File: config.mk
export PLATFORM = sky130hd
export DESIGN_NAME = parking_gate_ctrl
export DESIGN_NICKNAME = d
export VERILOG_FILES = /design/src/rtl/parking_pkg.sv /design/src/rtl/parking_slot_alloc.sv /design/src/rtl/parking_gate_ctrl.sv
export SDC_FILE = /design/constraint.sdc
export NUM_CORES = 1
export LEC_CHECK = 0
export ABC_AREA = 0
export CAP_MARGIN = 20
export CORE_UTILIZATION = 45
export CTS_CLUSTER_DIAMETER = 50
export DETAILED_ROUTE_END_ITERATION = 10
export GPL_TIMING_DRIVEN = 0
export PLACE_DENSITY = 0.65
export SLEW_MARGIN = 20
export SYNTH_ARGS = -nofsm -noshare
export SYNTH_HDL_FRONTEND = slang
export SYNTH_SLANG_ARGS = --single-unit
File: constraint.sdc
create_clock -name clk -period 3.35 [get_ports clk]
set_input_delay 0.67 -clock clk [delete_from_list [all_inputs] [get_ports clk]]
set_output_delay 0.67 -clock clk [all_outputs]
set_load 0.005 [all_outputs]
File: src/rtl/parking_pkg.sv
// parking_pkg: shared FSM states and constants for the parking gate controller
package parking_pkg;
  localparam int SLOT_W = 3;
  localparam int DEF_TIME_W = 11;
  localparam int DEF_RATE = 1;
  typedef enum logic [2:0] {
    S_IDLE     = 3'd0,
    S_ALLOC    = 3'd1,
    S_GATE_IN  = 3'd2,
    S_CALC     = 3'd3,
    S_GATE_OUT = 3'd4
  } state_e;
endpackage

File: src/rtl/parking_slot_alloc.sv
// parking_slot_alloc: lowest-free-bay priority encoder over the occupancy vector
module parking_slot_alloc
  import parking_pkg::*;
#(
  parameter int NUM_SLOTS = 6
) (
  input  logic [NUM_SLOTS-1:0] occupied_i,
  output logic                 found_o,
  output logic [SLOT_W-1:0]    index_o
);
  // scan from the top so the last hit written is the lowest free bay
  always_comb begin
    found_o = 1'b0;
    index_o = '0;
    for (int i = NUM_SLOTS - 1; i >= 0; i--)
      if (!occupied_i[i]) begin
        found_o = 1'b1;
        index_o = SLOT_W'(i);
      end
  end
endmodule

File: src/rtl/parking_gate_ctrl.sv
// parking_gate_ctrl: entry/exit arbitration, bay allocation, fee calculation and gate timing
module parking_gate_ctrl
  import parking_pkg::*;
#(
  parameter int NUM_SLOTS   = 6,
  parameter int TIME_W      = DEF_TIME_W,
  parameter int RATE        = DEF_RATE,
  parameter int GATE_CYCLES = 4
) (
  input  logic                 clk,
  input  logic                 rst_n,
  input  logic                 tick,
  input  logic                 in_req,
  input  logic                 out_req,
  input  logic [SLOT_W-1:0]    out_slot,
  output logic                 in_ack,
  output logic                 out_ack,
  output logic [SLOT_W-1:0]    slot_assigned,
  output logic [NUM_SLOTS-1:0] occupied,
  output logic                 full,
  output logic                 gate_in_open,
  output logic                 gate_out_open,
  output logic [TIME_W+7:0]    fee,
  output logic                 fee_valid,
  output logic                 err,
  output logic [TIME_W-1:0]    now
);
  localparam int FEE_W = TIME_W + 8;
  localparam int CNT_W = GATE_CYCLES > 1 ? $clog2(GATE_CYCLES) : 1;
  state_e               state_q, state_d;
  logic [CNT_W-1:0]     cnt_q, cnt_d;
  logic                 last_out_q, last_out_d;
  logic [NUM_SLOTS-1:0] occ_q, occ_d;
  logic [SLOT_W-1:0]    slot_q, slot_d;
  logic [FEE_W-1:0]     fee_q, fee_d, fee_calc;
  logic                 fee_valid_q;
  logic [TIME_W-1:0]    now_q;
  logic [TIME_W-1:0]    stamp_q [NUM_SLOTS];
  logic [TIME_W-1:0]    stamp_sel, elapsed;
  logic [NUM_SLOTS-1:0] sel;
  logic                 hit, found, take_in, take_out, gate_done;
  logic [SLOT_W-1:0]    free_idx;

  parking_slot_alloc #(.NUM_SLOTS(NUM_SLOTS)) u_alloc (
    .occupied_i (occ_q),
    .found_o    (found),
    .index_o    (free_idx)
  );

  // one-hot decode of the exit bay; out-of-range numbers simply match nothing
  always_comb begin
    sel = '0;
    stamp_sel = '0;
    for (int i = 0; i < NUM_SLOTS; i++)
      if (out_slot == SLOT_W'(i + 1)) begin
        sel[i] = 1'b1;
        stamp_sel = stamp_q[i];
      end
  end

  assign hit = |(sel & occ_q);
  assign elapsed = now_q - stamp_sel;
  assign fee_calc = (elapsed == '0 ? FEE_W'(1) : FEE_W'(elapsed)) * FEE_W'(RATE);
  assign full = &occ_q;
  // entry is eligible only with a free bay; on contention alternate sides
  assign take_in = in_req && !full && (!out_req || last_out_q);
  assign take_out = out_req && !take_in;
  assign gate_done = cnt_q == CNT_W'(GATE_CYCLES - 1);

  always_comb begin
    state_d = state_q;
    cnt_d = cnt_q;
    last_out_d = last_out_q;
    occ_d = occ_q;
    slot_d = slot_q;
    fee_d = fee_q;
    case (state_q)
      S_IDLE: begin
        state_d = take_in ? S_ALLOC : take_out ? S_CALC : S_IDLE;
        last_out_d = take_in ? 1'b0 : take_out ? 1'b1 : last_out_q;
      end
      S_ALLOC: begin
        state_d = S_GATE_IN;
        cnt_d = '0;
        occ_d = found ? occ_q | (NUM_SLOTS'(1) << free_idx) : occ_q;
        slot_d = found ? free_idx + 1'b1 : slot_q;
      end
      S_CALC: begin
        state_d = hit ? S_GATE_OUT : S_IDLE;
        cnt_d = '0;
        occ_d = hit ? occ_q & ~sel : occ_q;
        fee_d = hit ? fee_calc : fee_q;
      end
      S_GATE_IN, S_GATE_OUT: begin
        state_d = gate_done ? S_IDLE : state_q;
        cnt_d = gate_done ? cnt_q : cnt_q + 1'b1;
      end
      default: state_d = S_IDLE;
    endcase
  end

  always_ff @(posedge clk or negedge rst_n)
    if (!rst_n) begin
      state_q <= S_IDLE;
      cnt_q <= '0;
      last_out_q <= 1'b1;
      occ_q <= '0;
      slot_q <= '0;
      fee_q <= '0;
      fee_valid_q <= 1'b0;
      now_q <= '0;
      for (int i = 0; i < NUM_SLOTS; i++) stamp_q[i] <= '0;
    end else begin
      state_q <= state_d;
      cnt_q <= cnt_d;
      last_out_q <= last_out_d;
      occ_q <= occ_d;
      slot_q <= slot_d;
      fee_q <= fee_d;
      fee_valid_q <= state_q == S_CALC && hit;
      now_q <= tick ? now_q + 1'b1 : now_q;
      if (state_q == S_ALLOC && found) stamp_q[free_idx] <= now_q;
    end

  assign in_ack = state_q == S_ALLOC;
  assign out_ack = state_q == S_CALC;
  assign err = out_ack && !hit;
  assign gate_in_open = state_q == S_GATE_IN;
  assign gate_out_open = state_q == S_GATE_OUT;
  assign slot_assigned = slot_q;
  assign occupied = occ_q;
  assign fee = fee_q;
  assign fee_valid = fee_valid_q;
  assign now = now_q;
endmodule

==> results of run 1 <==
[cell families (layout without fill, tap and decap cells)]
family / after synthesis / in the layout / share of synthesized area
compound gates: 124 / 124 / 0.147
fa+ha+maj: 18 / 18 / 0.0423
simple gates: 112 / 112 / 0.0975
flops: 104 / 104 / 0.474
other cells: 1 / 8 / 0.000682
mux: 80 / 80 / 0.163
buf+inv: 61 / 142 / 0.0528
xor+xnor: 14 / 14 / 0.0223
[power breakdown]
part	internal (mW)	leakage [nW]	switching [mW]
sequential	1.57	1.37	0.230
combinational	1.09	1.65	1.06
clock	0.525	0.144	0.520
[placed cells by master (no fill, tap or decap), types with 3 or more instances in the layout]
cell type        Yosys  routed
dfrtp_1            103     103
mux2_2              76      74
nand2_1             44      42
clkdlybuf4s50_1      0      41
o21ai_0             38      34
buf_4               10      26
nor2_1              23      20
inv_1               20      19
a21oi_1             20      18
clkbuf_1            20      15
ha_1                17      14
clkbuf_16            0      11
o22ai_1              9       9
a22o_1               9       9
xnor2_1              9       8
conb_1               1       8
buf_6                2       7
a22oi_1              9       7
nor2b_1              8       7
buf_2                7       7
nand3_1              7       7
nor3_1               6       6
a21o_1               5       5
xor2_1               5       5
and2_1               4       4
buf_8                0       3
nand2_2              1       3
nand4_1              3       3
o21a_1               3       3
a221oi_1             3       3
o31ai_1              3       3
[synth_stat cells, types with 4 or more instances]
| cell type | count | area, um2 |
|---|---|---|
| a211oi_1 | 4 | 30.0 |
| a21o_1 | 5 | 37.5 |
| a21oi_1 | 20 | 100 |
| a22o_1 | 9 | 78.8 |
| a22oi_1 | 9 | 67.6 |
| and2_1 | 4 | 25.0 |
| buf_2 | 7 | 35.0 |
| buf_4 | 10 | 75.1 |
| clkbuf_1 | 20 | 75.1 |
| dfrtp_1 | 103 | 2580 |
| ha_1 | 17 | 213 |
| inv_1 | 20 | 75.1 |
| mux2_2 | 76 | 856 |
| nand2_1 | 44 | 165 |
| nand3_1 | 7 | 35.0 |
| nor2_1 | 23 | 86.3 |
| nor2b_1 | 8 | 50.1 |
| nor3_1 | 6 | 30.0 |
| o21ai_0 | 38 | 190 |
| o22ai_1 | 9 | 56.3 |
| xnor2_1 | 9 | 78.8 |
| xor2_1 | 5 | 43.8 |
[worst paths after layout]
kind / startpoint / to / slack [ns] / cells past startpoint
min reg2reg: fee[10] / fee[10] / 0.48 / 2
max reg2reg: stamp_q[55] / fee[8] / 0.47 / 13
min: rst_n / fee[9] / 0.18 / 1
max in group asynchronous: rst_n / occupied[3] / 2.50 / 2
max: out_slot[0] / fee[8] / 0.11 / 15
min in group clk: fee[10] / fee[10] / 0.48 / 2
[layout make-up]
| class | instances | area, um2 |
|---|---|---|
| fill | 985 | 4830 |
| multi-input combinational | 356 | 2740 |
| sequential | 104 | 2600 |
| timing repair buffer | 65 | 641 |
| buffer | 39 | 292 |
| clock buffer | 10 | 229 |
| tap | 143 | 179 |
| inverter | 22 | 83.8 |
| clock inverter | 6 | 61.3 |
[critical path, stage by stage]
cell and delay (ns):
buf_6 0.11, buf_6 0.13, buf_6 0.12, mux2_4 0.20
a31oi_2 0.10, o21ai_2 0.19, ha_2 0.22, inv_2 0.04
fa_2 0.35, a211o_1 0.34, a211o_1 0.32, a21o_1 0.17
a21oi_2 0.16, xnor2_2 0.09, mux2_4 0.26
[routing by layer]
metal | up-vias | share of wire | global-route usage
li1 | 1998 | - | -
met1 | 2125 | 0.46 | 0.303
met2 | 108 | 0.48 | 0.361
met3 | 18 | 0.039 | 0.0335
met4 | 0 | 0.016 | 0.0773
met5 | - | 0 | 0
[per-stage QoR]
stage,cells,utilization
finish,745,0.586
detailed placement,710,0.532
global placement,709,0.530
floorplan,521,-
CTS,737,0.573
global route,745,0.586
[state kept, by name, indices dropped and copies added, names as in the netlist]
| name | flops |
|---|---|
| occupied | 6 |
| fee_valid | 1 |
| now | 11 |
| stamp_q | 66 |
| state_q | 3 |
| fee | 11 |
| slot_assigned | 3 |
| cnt_q | 2 |
| last_out_q | 1 |
[what timing repair did]
action,in CTS,in global routing
gates resized for setup,33,31
pin swaps,6,12
setup buffers,11,8
setup endpoints to repair,10,4
==> impl_metrics.yaml, run 1 <==
floorplanning:
  die_h_um: 113
  initial_core_util: 0.471
  core_um2: 11700
  top_level_ports: 54
  num_rows: 39
  dieWidth_um: 113
  fp.dieArea_um2: 12700
finish:
  stdcell_area_um2: 6830
  syn_to_final_growth_pct: 24.3
  nNetsFinal: 623
  n_antenna_cell: 0
  layout-drive-gt1-share: 0.284
power:
  p_per_area_nw_per_um2: 731
  vdd_drop_max_uv: 314
  p_leak_nw: 3.16
  power_mw: 4.99
clock_tree:
  clockRootBuffer: "clkbuf_16"
  clock_sinks: 104
  clk_pin_slew_ns: 0.08
  postCtsHoldBufs: 0
  numCtsBuffers: 9
  clk_latency_ns: 0.36
  h-tree-depth: 3
  cts_tree: "yes"
  clockBufferDepth: 2
synth:
  yosysUniqueCellTypes: 62
  netlist_area_um2: 5500
  synth_ff_type: "dfrtp_1"
  yosysSeqAreaShare: 0.474
  synthArstFlopShare: 1.00
  syn_inst: 514
  syn_area_per_cell_um2: 10.7
  synth_edf_count: 0
  synth-seq-cells: 104
  yosysWarnings: 0
grt:
  grt_pass1_vias: 4287
  antenna_found_initial: 0
  grt-ovfl-total: 0
  grt_pass1_wl_um: 21700
  grt_max_degree: 76
  grt_usage: 0.222
timing:
  post-route-min-period_ns: 3.24
  final.period_utilization: 0.968
  relSlewSlack: 0.370
  final-hold-violation-count: 0
  fmax_mhz: 308
  finClkSkew_ns: 0.0110
  maxSlewViolCount: 0
  fin_hold_ws_ns: 0.178
  max_slew.worst_pin.slew_ns: 0.942
  finalSetupViolCount: 0
  fin_setup_tns_ns: 0
  rsz0062_at_grt: "false"
  timing.final.ws_setup_ns: 0.106
detailed_routing:
  num_vias: 4249
  drt_first_pass_iters: 5
  route.detailed.drc: 0
  dr.first_iter.drc_count: 263
  drt_wl_total_um: 13200
  routedWlPerCell_um: 17.8
  avgViaCountPerCell: 5.70
  ant_nets: 0
placed_design:
  port_buffers: 45
  dp_slack_ns: -1.19
  hpwlAfterDp_um: 9560
  gp_congestion: 0.868
  dpl-instance-area_um2: 6210
worst_setup_path:
  critPathRequiredTime_ns: 3.60
  worstSetupPathType: "input port to register"
  cp_max_fo: 5
  arrival_ns: 3.49
  critPathLaunchType: "input port"
  endpoint_kind: "register"
run_status:
  outcome: "completed"
flow_run:
  drv_cap: 0
worst_hold_path:
  min_path_type: "input port to asynchronous set/reset pin"
Note: power is estimated with default switching activity, not from simulation.
==> inputs of run 2 (changes only) <==
--- a/config.mk
+++ b/config.mk
@@ -10,9 +10,8 @@
 export CORE_UTILIZATION = 45
 export CTS_CLUSTER_DIAMETER = 50
 export DETAILED_ROUTE_END_ITERATION = 10
-export GPL_TIMING_DRIVEN = 0
-export PLACE_DENSITY = 0.65
-export SLEW_MARGIN = 20
+export PLACE_DENSITY = 0.68
+export SLEW_MARGIN = 40
 export SYNTH_ARGS = -nofsm -noshare
 export SYNTH_HDL_FRONTEND = slang
 export SYNTH_SLANG_ARGS = --single-unit
==> constraint.sdc (replaced) <==
create_clock -name clk -period 2.9 [get_ports clk]
set_input_delay 0.58 -clock clk [delete_from_list [all_inputs] [get_ports clk]]
set_output_delay 0.58 -clock clk [all_outputs]
set_load 0.005 [all_outputs]
==> impl_metrics.yaml, run 2 (same netlist as run 1, synthesis figures left out) <==
run_status:
  outcome: "finished with violations"
  violations: "negative setup slack"
worst_setup_path:
  cp_max_fo: 8
  arrival_ns: 3.24
  worstSetupPathType: "input port to register"
  rr_worst_depth: 13
  endpoint_kind: "register"
  critPathLaunchType: "input port"
  critPathRequiredTime_ns: 3.16
clock_tree:
  clockBufferDepth: 2
  clockRootBuffer: "clkbuf_16"
  numCtsBuffers: 9
  cts_tree: "yes"
  clk_latency_ns: 0.35
  h-tree-depth: 3
  clock_sinks: 104
  postCtsHoldBufs: 0
  clk_pin_slew_ns: 0.07
finish:
  fillers: 946
  most-common-layout-cells: "dfrtp_1 (103), mux2_2 (73), buf_4 (71)"
  layout-drive-gt1-share: 0.341
  final_common_cell: "dfrtp_1"
  n_antenna_cell: 0
  largest_reg_flops: 66
  nNetsFinal: 640
  fin_cells: 761
  syn_to_final_growth_pct: 29.0
  regMostFlops: "stamp_q"
  utilization: 0.608
detailed_routing:
  route.detailed.drc: 0
  drt_wl_total_um: 13600
  dr.first_iter.drc_count: 258
  drt_first_pass_iters: 5
  avgViaCountPerCell: 5.78
  num_vias: 4398
  routedWlPerCell_um: 17.8
  ant_nets: 0
timing:
  relSlewSlack: 0.475
  maxSlewViolCount: 0
  fin_setup_tns_ns: -0.109
  rsz0062_at_grt: "true"
  final-hold-violation-count: 0
  finalSetupViolCount: 2
  timing.final.ws_setup_ns: -0.0884
  finClkSkew_ns: 0.00853
  post-route-min-period_ns: 2.99
  max_slew.worst_pin.slew_ns: 0.788
  fmax_mhz: 335
  final.period_utilization: 1.03
grt:
  antenna_found_initial: 0
  grt_pass1_wl_um: 21900
  grt_max_degree: 45
  grt_pass1_vias: 4301
  grt-ovfl-total: 0
  grt_usage: 0.223
worst_hold_path:
  min_path_type: "input port to asynchronous set/reset pin"
placed_design:
  port_buffers: 45
  gp_congestion: 0.834
  dp.cells: 738
  hpwlAfterDp_um: 9400
  dp_slack_ns: -1.03
power:
  p_comb_frac: 0.459
  p_leak_nw: 3.33
  power.share.clock: 0.208
  p_per_area_nw_per_um2: 917
  p_sw_mw: 2.25
  pwr-share-seq: 0.333
  vdd_drop_max_uv: 396
  p_int_mw: 4.25
  switching_share: 0.346
floorplanning:
  die_h_um: 113
  initial_core_util: 0.471
  dieWidth_um: 113
  num_rows: 39
  core_um2: 11700
  fp.dieArea_um2: 12700
  top_level_ports: 54
flow_run:
  drv_cap: 0
## run 2: final cells by class
type | instances | area, um2 | share of cell area
multi-input combinational | 356 | 2820 | 0.398
clock buffer | 9 | 225 | 0.0318
clock inverter | 6 | 100 | 0.0141
tap | 143 | 179 | 0.0252
inverter | 22 | 83.8 | 0.0118
timing repair buffer | 121 | 1080 | 0.152
sequential | 104 | 2600 | 0.367
## run 2: timing repair
action,CTS,global route
pin swaps,15,22
resized for setup,35,28
setup endpoints to repair,9,7
buffers inserted,5,4
## run 2: critical path, stage by stage
cell and delay [ns]:
buf_8 0.08, buf_12 0.13, o21ai_4 0.07, a21oi_4 0.18, a31oi_4 0.05, o21ai_2 0.15
ha_2 0.21, inv_2 0.04, fa_2 0.36, a211o_1 0.30, a211oi_2 0.31, o21ai_1 0.13
a22oi_1 0.26, o2111ai_1 0.14, o31ai_1 0.25
## run 2: metal layers
layer  track usage  part of all wire
met5             0                 0
met4        0.0853             0.024
met3        0.0421             0.047
met2         0.368              0.48
met1         0.293              0.45
## run 2: path summary, 6_finish.rpt
| kind | slack, ns | start | to |
|---|---|---|---|
| worst max register to register | -0.03 | stamp_q[55] | fee[0] |
| worst min register to register | 0.48 | fee[2] | fee[2] |
| worst min-delay path | 0.19 | rst_n | now[9] |
| worst max-delay path | -0.09 | out_slot[2] | fee[0] |
| min in group clk | 0.48 | fee[2] | fee[2] |
| max in group asynchronous | 1.93 | rst_n | last_out_q |
## run 2: stage by stage
step	hold slack, ns	area (um2)	total power [mW]
2_1_floorplan	0.284	5600	3.57
6_report	0.192	7090	6.50
5_1_grt	0.223	7090	6.89
4_1_cts	0.208	6950	6.27
3_5_place_dp	0.470	6510	4.82
3_3_place_gp	0.463	6510	4.73
## run 2: power by group through the flow
stage	sequential, mW	combinational (mW)	clock (mW)
2_1_floorplan	2.04	1.53	0
3_3_place_gp	2.15	2.58	0
3_5_place_dp	2.17	2.65	0
4_1_cts	2.15	2.75	1.37
5_1_grt	2.21	3.26	1.42
6_report	2.17	2.99	1.35
==> inputs of run 3 (changes only) <==
--- a/config.mk
+++ b/config.mk
@@ -7,10 +7,11 @@
 export LEC_CHECK = 0
 export ABC_AREA = 0
 export CAP_MARGIN = 20
+export CORE_MARGIN = 8
 export CORE_UTILIZATION = 45
 export CTS_CLUSTER_DIAMETER = 50
 export DETAILED_ROUTE_END_ITERATION = 10
-export PLACE_DENSITY = 0.68
+export DONT_BUFFER_PORTS = 1
 export SLEW_MARGIN = 40
 export SYNTH_ARGS = -nofsm -noshare
 export SYNTH_HDL_FRONTEND = slang
==> impl_metrics.yaml, run 3 (same netlist as run 1, synthesis figures left out) <==
worst_setup_path:
  worstSetupPathType: "register to register"
  cp_max_fo: 3
  rr_worst_depth: 13
  critPathRequiredTime_ns: 3.14
  endpoint_kind: "register"
  critPathLaunchType: "register"
  arrival_ns: 2.99
placed_design:
  gp_congestion: 0.850
  dpl-instance-area_um2: 5930
  port_buffers: 0
  dp_slack_ns: -0.197
  hpwlAfterDp_um: 9200
  dp.cells: 683
timing:
  final.period_utilization: 0.949
  finalSetupViolCount: 0
  fmax_mhz: 363
  post-route-min-period_ns: 2.75
  maxSlewViolCount: 0
  rsz0062_at_grt: "true"
  relSlewSlack: 0.518
  finClkSkew_ns: 0.00597
  timing.final.ws_setup_ns: 0.147
  max_slew.worst_pin.slew_ns: 0.723
  fin_setup_tns_ns: 0
  final-hold-violation-count: 103
  fin_hold_ws_ns: -0.0806
floorplanning:
  dieWidth_um: 127
  core_um2: 12000
  top_level_ports: 54
  num_rows: 40
  die_h_um: 127
  initial_core_util: 0.459
  fp.dieArea_um2: 16000
grt:
  grt_pass1_wl_um: 21600
  grt_pass1_vias: 3947
  grt-ovfl-total: 0
  grt_usage: 0.169
  grt_max_degree: 105
  antenna_found_initial: 0
worst_hold_path:
  min_path_type: "input port to asynchronous set/reset pin"
detailed_routing:
  dr.first_iter.drc_count: 280
  ant_nets: 0
  avgViaCountPerCell: 5.63
  routedWlPerCell_um: 18.9
  route.detailed.drc: 0
  drt_first_pass_iters: 4
  num_vias: 3961
  drt_wl_total_um: 13300
finish:
  nNetsFinal: 578
  most-common-layout-cells: "dfrtp_1 (103), mux2_2 (75), buf_4 (58)"
  layout-drive-gt1-share: 0.313
  n_antenna_cell: 0
  stdcell_area_um2: 6330
  fillers: 1069
  final_common_cell: "dfrtp_1"
  utilization: 0.529
  syn_to_final_growth_pct: 15.1
  largest_reg_flops: 66
  regMostFlops: "stamp_q"
  fin_cells: 703
run_status:
  outcome: "finished with violations"
  violations: "negative hold slack"
power:
  vdd_drop_max_uv: 441
  power_mw: 5.76
  p_leak_nw: 2.98
  p_per_area_nw_per_um2: 911
clock_tree:
  clk_latency_ns: 0.35
  clk_pin_slew_ns: 0.07
  cts_tree: "yes"
  h-tree-depth: 3
  clockBufferDepth: 2
  clockRootBuffer: "clkbuf_16"
  numCtsBuffers: 9
  clock_sinks: 104
flow_run:
  drv_cap: 0
## run 3: critical path: stages (launching register included)
cell and delay (ns):
dfrtp_1 0.35, o21ai_1 0.07, a21oi_2 0.12, a31oi_1 0.05
o21ai_1 0.16, ha_2 0.22, inv_2 0.04, fa_2 0.35
a211o_1 0.34, a211o_1 0.30, a21o_1 0.17, a21oi_2 0.12
xnor2_1 0.10, mux2_4 0.26
## run 3: report_power, final
part	leakage [nW]	total (mW)	internal, mW	switching [mW]
logic	1.48	2.42	1.23	1.20
clock network	0.134	1.22	0.669	0.553
registers	1.37	2.12	1.81	0.303
total	2.98	5.76	3.71	2.05
## run 3: area by class of cell
type	count	area (um2)	share of cell area
multi-input cells	356	2710	0.428
flip-flops and latches	104	2600	0.412
repair buffers	59	447	0.0706
clock buffers	9	225	0.0356
well taps	147	184	0.0291
inverters	22	86.3	0.0136
clock inverters	6	70.1	0.0111
## run 3: timing repair
action / in CTS / in global routing
setup endpoints to repair: 0 / 2
hold endpoints to repair: 103 / 103
gates resized for setup: 0 / 15
buffers inserted: 0 / 5
## run 3: worst paths after layout
path	start	endpoint	slack (ns)
worst max-delay path	stamp_q[55]	fee[8]	0.15
worst min-delay path	rst_n	now[10]	-0.08
worst max register to register	stamp_q[55]	fee[8]	0.15
worst min register to register	stamp_q[44]	stamp_q[44]	0.49
max in group asynchronous	rst_n	last_out_q	2.74
min in group clk	tick	now[0]	0.31
## run 3: per-layer routing
| layer | vias to the layer above | GRT usage | wire [um] |
|---|---|---|---|
| li1 | 1897 | - | - |
| met1 | 1979 | 0.222 | 6170 |
| met2 | 73 | 0.271 | 6340 |
| met3 | 12 | 0.0394 | 560 |
| met4 | 0 | 0.0545 | 201 |
| met5 | - | 0 | 0 |
==> patch 1 (settings of run 3) <==
Put a register stage on the output `err`, with the module's reset. The value now appears one clock later. The other outputs are not delayed to match.
--- a/src/rtl/parking_gate_ctrl.sv
+++ b/src/rtl/parking_gate_ctrl.sv
@@ -124,7 +124,13 @@
 
   assign in_ack = state_q == S_ALLOC;
   assign out_ack = state_q == S_CALC;
-  assign err = out_ack && !hit;
+  always_ff @(posedge clk or negedge rst_n) begin
+    if (!rst_n) begin
+      err <= '0;
+    end else begin
+      err <= out_ack && !hit;
+    end
+  end
   assign gate_in_open = state_q == S_GATE_IN;
   assign gate_out_open = state_q == S_GATE_OUT;
   assign slot_assigned = slot_q;
Check against the original RTL: not equivalent (a bounded check fails within 4 cycles, from zero or initial values and one cycle with rst_n low).
==> patch 1 against run 3 <==
  * The flow still finishes with violations (negative hold slack)
  * Global-route usage up 0.064 points
  * Setup slack lost 0.043 ns
  * Count of clock-buffer cells in the layout up 1
  * Cell count shrank 1.0%
  * Total power is 2.7% lower
  * Die area rose by 0.40%
  * First-iteration DRC count is 14% lower
  * Sequential cell count grew 1
  * Synthesized area increased by 0.46%
  * Routed wire length down 0.70%
  * Final area is 1.2% lower
  * Critical path type unchanged
==> patch 1: results (changes against run 3) <==
| Metric | Value |
|---|---|
| Status | `complete, but fails checks` |
| Failing checks | `negative hold slack` |
| Starting DRT DRC Count | `242 (-14%)` |
| Metal1 wirelength | `6180 um (+0.19%)` |
| Largest stage delay, worst path | `0.37 ns (+0.02 ns)` |
| Share of layout cells above drive strength 1 | `0.290 (-0.0233)` |
| Post-synthesis xor/xnor area fraction | `0.0222 (-0.000101)` |
| Pwr Total | `5.61 mW (-2.7%)` |
| Adder-cell share of the synthesized area | `0.0422 (-0.000192)` |
| Dpl cell area | `0.00592 sq mm (-0.13%)` |
| Sequential area share after synthesis | `0.476 (+0.00239)` |
| Post-detail-place hpwl | `9150 um (-0.56%)` |
| Pre-CTS WS | `-0.237 ns (-0.0394 ns)` |
| Metal2 WL | `6190 um (-2.4%)` |
| Compound-cell area share of the yosys netlist | `0.146 (-0.000667)` |
| Met3 wire len | `529 um (-5.5%)` |
| CP max stage cell | `fa_2` |
| First-pass GRT wire length | `21,700 um (+0.32%)` |
| Via count | `3,988 (+0.68%)` |
| Clk slew on worst S/H paths | `0.07 ns (about the same)` |
| Setup Skew | `0.00764 ns (+0.00166 ns)` |
| Clk root buf | `clkbuf_16` |
| Inserted Diodes | `0 (unchanged)` |
| Relative slew slack | `0.515 (-0.00310)` |
| Routability Congestion | `0.879 (+3.4%)` |
| Fin cells | `696 (-1.0%)` |
| Resize count post-CTS | `0 (unchanged)` |
| Avg Cell Area, Syn | `10.7 sq um (+0.26%)` |
| Area contributors post-synth | `dfrtp_1 (47%), mux2_2 (16%), ha_1 (3.9%)` |
| GRT Util Overall | `0.170 (+0.000636)` |
| WHS | `-0.0777 ns (+0.00292 ns)` |
| Fin nets | `570 (-1.4%)` |
| VDD IR max | `340 uV (-23%)` |
| HP Class | `in2async` |
| Fillers | `1,093 (+2.2%)` |
| Hold Fails Final Rpt | `104 (+0.97%)` |
| Routed length per placed instance | `18.9 um (+0.30%)` |
| Flop pwr share | `0.387 (+0.020)` |
| Top post-synthesis cells by count | `dfrtp_1 (104), mux2_2 (76), nand2_1 (44)` |
| Internal power | `3.63 mW (-2.0%)` |
| Data arrival, critical path | `3.03 ns (+0.04 ns)` |
| Comb power frac | `0.396 (-0.025)` |
==> patch 1: final timing paths <==
path	from	to	slack (ns)	cells past startpoint
worst max-delay path	stamp_q[22]	fee[8]	0.10	13
worst min-delay path	rst_n	fee[9]	-0.08	0
worst max register to register	stamp_q[22]	fee[8]	0.10	13
worst min register to register	stamp_q[44]	stamp_q[44]	0.49	2
max in group asynchronous	rst_n	last_out_q	2.75	0
min in group clk	tick	now[0]	0.30	1
==> patch 1: final cells by class <==
class	instances	area, sq um	area share
flip-flops and latches	105	2630	0.421
repair buffers	50	388	0.0621
multi-input cells	356	2670	0.427
clock inverters	6	66.3	0.0106
well taps	147	184	0.0294
inverters	22	86.3	0.0138
clock buffers	10	229	0.0366
==> patch 1: per-layer routing <==
layer / GRT usage / vias to the layer above
li1: - / 1887
met1: 0.227 / 2003
met2: 0.266 / 80
met3: 0.0323 / 18
met4: 0.0672 / 0
met5: 0 / -
==> patch 2 (config.mk and constraints of run 3) <==
Made on the original files. The parameter `GATE_CYCLES` goes from 4 to 8.
--- a/src/rtl/parking_gate_ctrl.sv
+++ b/src/rtl/parking_gate_ctrl.sv
@@ -5,7 +5,7 @@
   parameter int NUM_SLOTS   = 6,
   parameter int TIME_W      = DEF_TIME_W,
   parameter int RATE        = DEF_RATE,
-  parameter int GATE_CYCLES = 4
+  parameter int GATE_CYCLES = 8
 ) (
   input  logic                 clk,
   input  logic                 rst_n,
Function: changed (Yosys sat finds a counterexample within 10 cycles, from zero or initial values and one cycle with rst_n low).
==> patch 2 against run 3 <==
  * The flow still finishes with violations (negative hold slack)
  * Routed wire length down 0.42%
  * Clock power grew 3%
  * Sequential cell count up 1
  * Total power decreased by 7.0%
  * Sequential share of layout area is 1.1 points higher
  * Non-clock buffer count is 21 lower
  * Synthesized area increased by 1.4%
  * Setup slack improved by 0.0043 ns
  * Die area rose by 1.2%
  * Final area shrank 1.7%
  * Fmax grew 0.16%
==> patch 2: results (changes against run 3) <==
| Metric | Value |
|---|---|
| R2r endpoint | `fee[0]` |
| Failing checks | `negative hold slack` |
| First-pass GRT wire length | `21,700 um (+0.35%)` |
| Dpl cell area | `0.00590 sq mm (-0.49%)` |
| Final clock-cell share | `0.0503 (+0.00362)` |
| Seq/total area | `0.423 (+0.0111)` |
| Pre-CTS WS | `-0.184 ns (+0.0135 ns)` |
| Multi-input gates | `370 (+3.9%)` |
| Worst path top cell family by delay | `simple AND/OR/NAND/NOR gates` |
| Relative slew slack | `0.603 (+0.0848)` |
| Number of global-route vias before repair | `4,020 (+1.8%)` |
| Setup Skew | `0.00964 ns (+0.00367 ns)` |
| Fin cells | `719 (+2.3%)` |
| Sequential area share after synthesis | `0.472 (-0.00211)` |
| Routed length per placed instance | `18.4 um (-2.6%)` |
| Status | `complete, but fails checks` |
| Clock buffers | `10 (+1)` |
| Avg Cell Area, Syn | `10.5 sq um (-2.2%)` |
| Synth unique cells | `53 (-15%)` |
| Metal1 wirelength | `5850 um (-5.2%)` |
| Met3 Use GR | `0.0462 (+0.00679)` |
| GRT Util Overall | `0.172 (+0.00241)` |
| Seq Cell Count | `105 (+0.96%)` |
| Post-detail-place hpwl | `9310 um (+1.2%)` |
| Worst-path fanout max | `2 (-1)` |
| Data arrival, critical path | `3.00 ns (about the same)` |
| Metal2 WL | `6060 um (-4.4%)` |
| Fin nets | `573 (-0.87%)` |
| Hold Fails Final Rpt | `104 (+0.97%)` |
| Area contributors post-synth | `dfrtp_1 (47%), mux2_2 (14%), o21ai_0 (4.1%)` |
| Multi-input combinational area share | `0.434 (+0.00560)` |
| CP max stage cell | `or4b_4` |
| Maximum number of pins on one net before global-route repair | `106 (+0.95%)` |
| GR met2 Demand/Resource | `0.257 (-0.0140)` |
| Met3 wire len | `977 um (+74%)` |
| WHS | `-0.0886 ns (-0.00805 ns)` |
| Starting DRT DRC Count | `310 (+11%)` |
| Fillers | `1,094 (+2.3%)` |
| Non-Clock Buffer Count | `38 (-36%)` |
| Share of layout cells above drive strength 1 | `0.258 (-0.0552)` |
| Routability Congestion | `0.814 (-4.3%)` |
| Top post-synthesis cells by count | `dfrtp_1 (104), mux2_2 (71), nand2_1 (49)` |
| Width of the chip | `127 um (+0.62%)` |
| Largest stage delay, worst path | `0.54 ns (+0.19 ns)` |
| Vias per std cell | `5.55 (-1.6%)` |
| Buffering overhead | `0.0459 (-0.0247)` |
| DP Cell Count | `703 (+2.9%)` |
| Pleak | `2.91 nW (-2.3%)` |
-- patch 2: report_power, final --
group,internal (mW),leakage [nW],switching (mW)
Clock,0.703,0.147,0.557
Sequential,1.81,1.39,0.290
Combinational,0.968,1.38,1.03
-- patch 2: worst max path at each step --
stage | startpoint | endpoint | slack, ns
2_1_floorplan | out_slot[2] | fee[0] | -0.27
3_3_place_gp | out_slot[2] | fee[0] | -0.13
3_5_place_dp | out_slot[2] | fee[0] | -0.18
4_1_cts | out_slot[2] | fee[0] | 0.17
5_1_grt | stamp_q[55] | fee[10] | 0.002
6_report | stamp_q[55] | fee[0] | 0.15
-- patch 2: cell families after synthesis --
| group | synth area share |
|---|---|
| AND/OR/NAND/NOR | 0.110 |
| buffers and inverters | 0.0541 |
| flip-flops | 0.472 |
| other | 0.000673 |
| AO/OA/AOI/OAI | 0.135 |
| adder cells (fa/ha/maj) | 0.0440 |
| XOR/XNOR | 0.0283 |
| multiplexers | 0.156 |
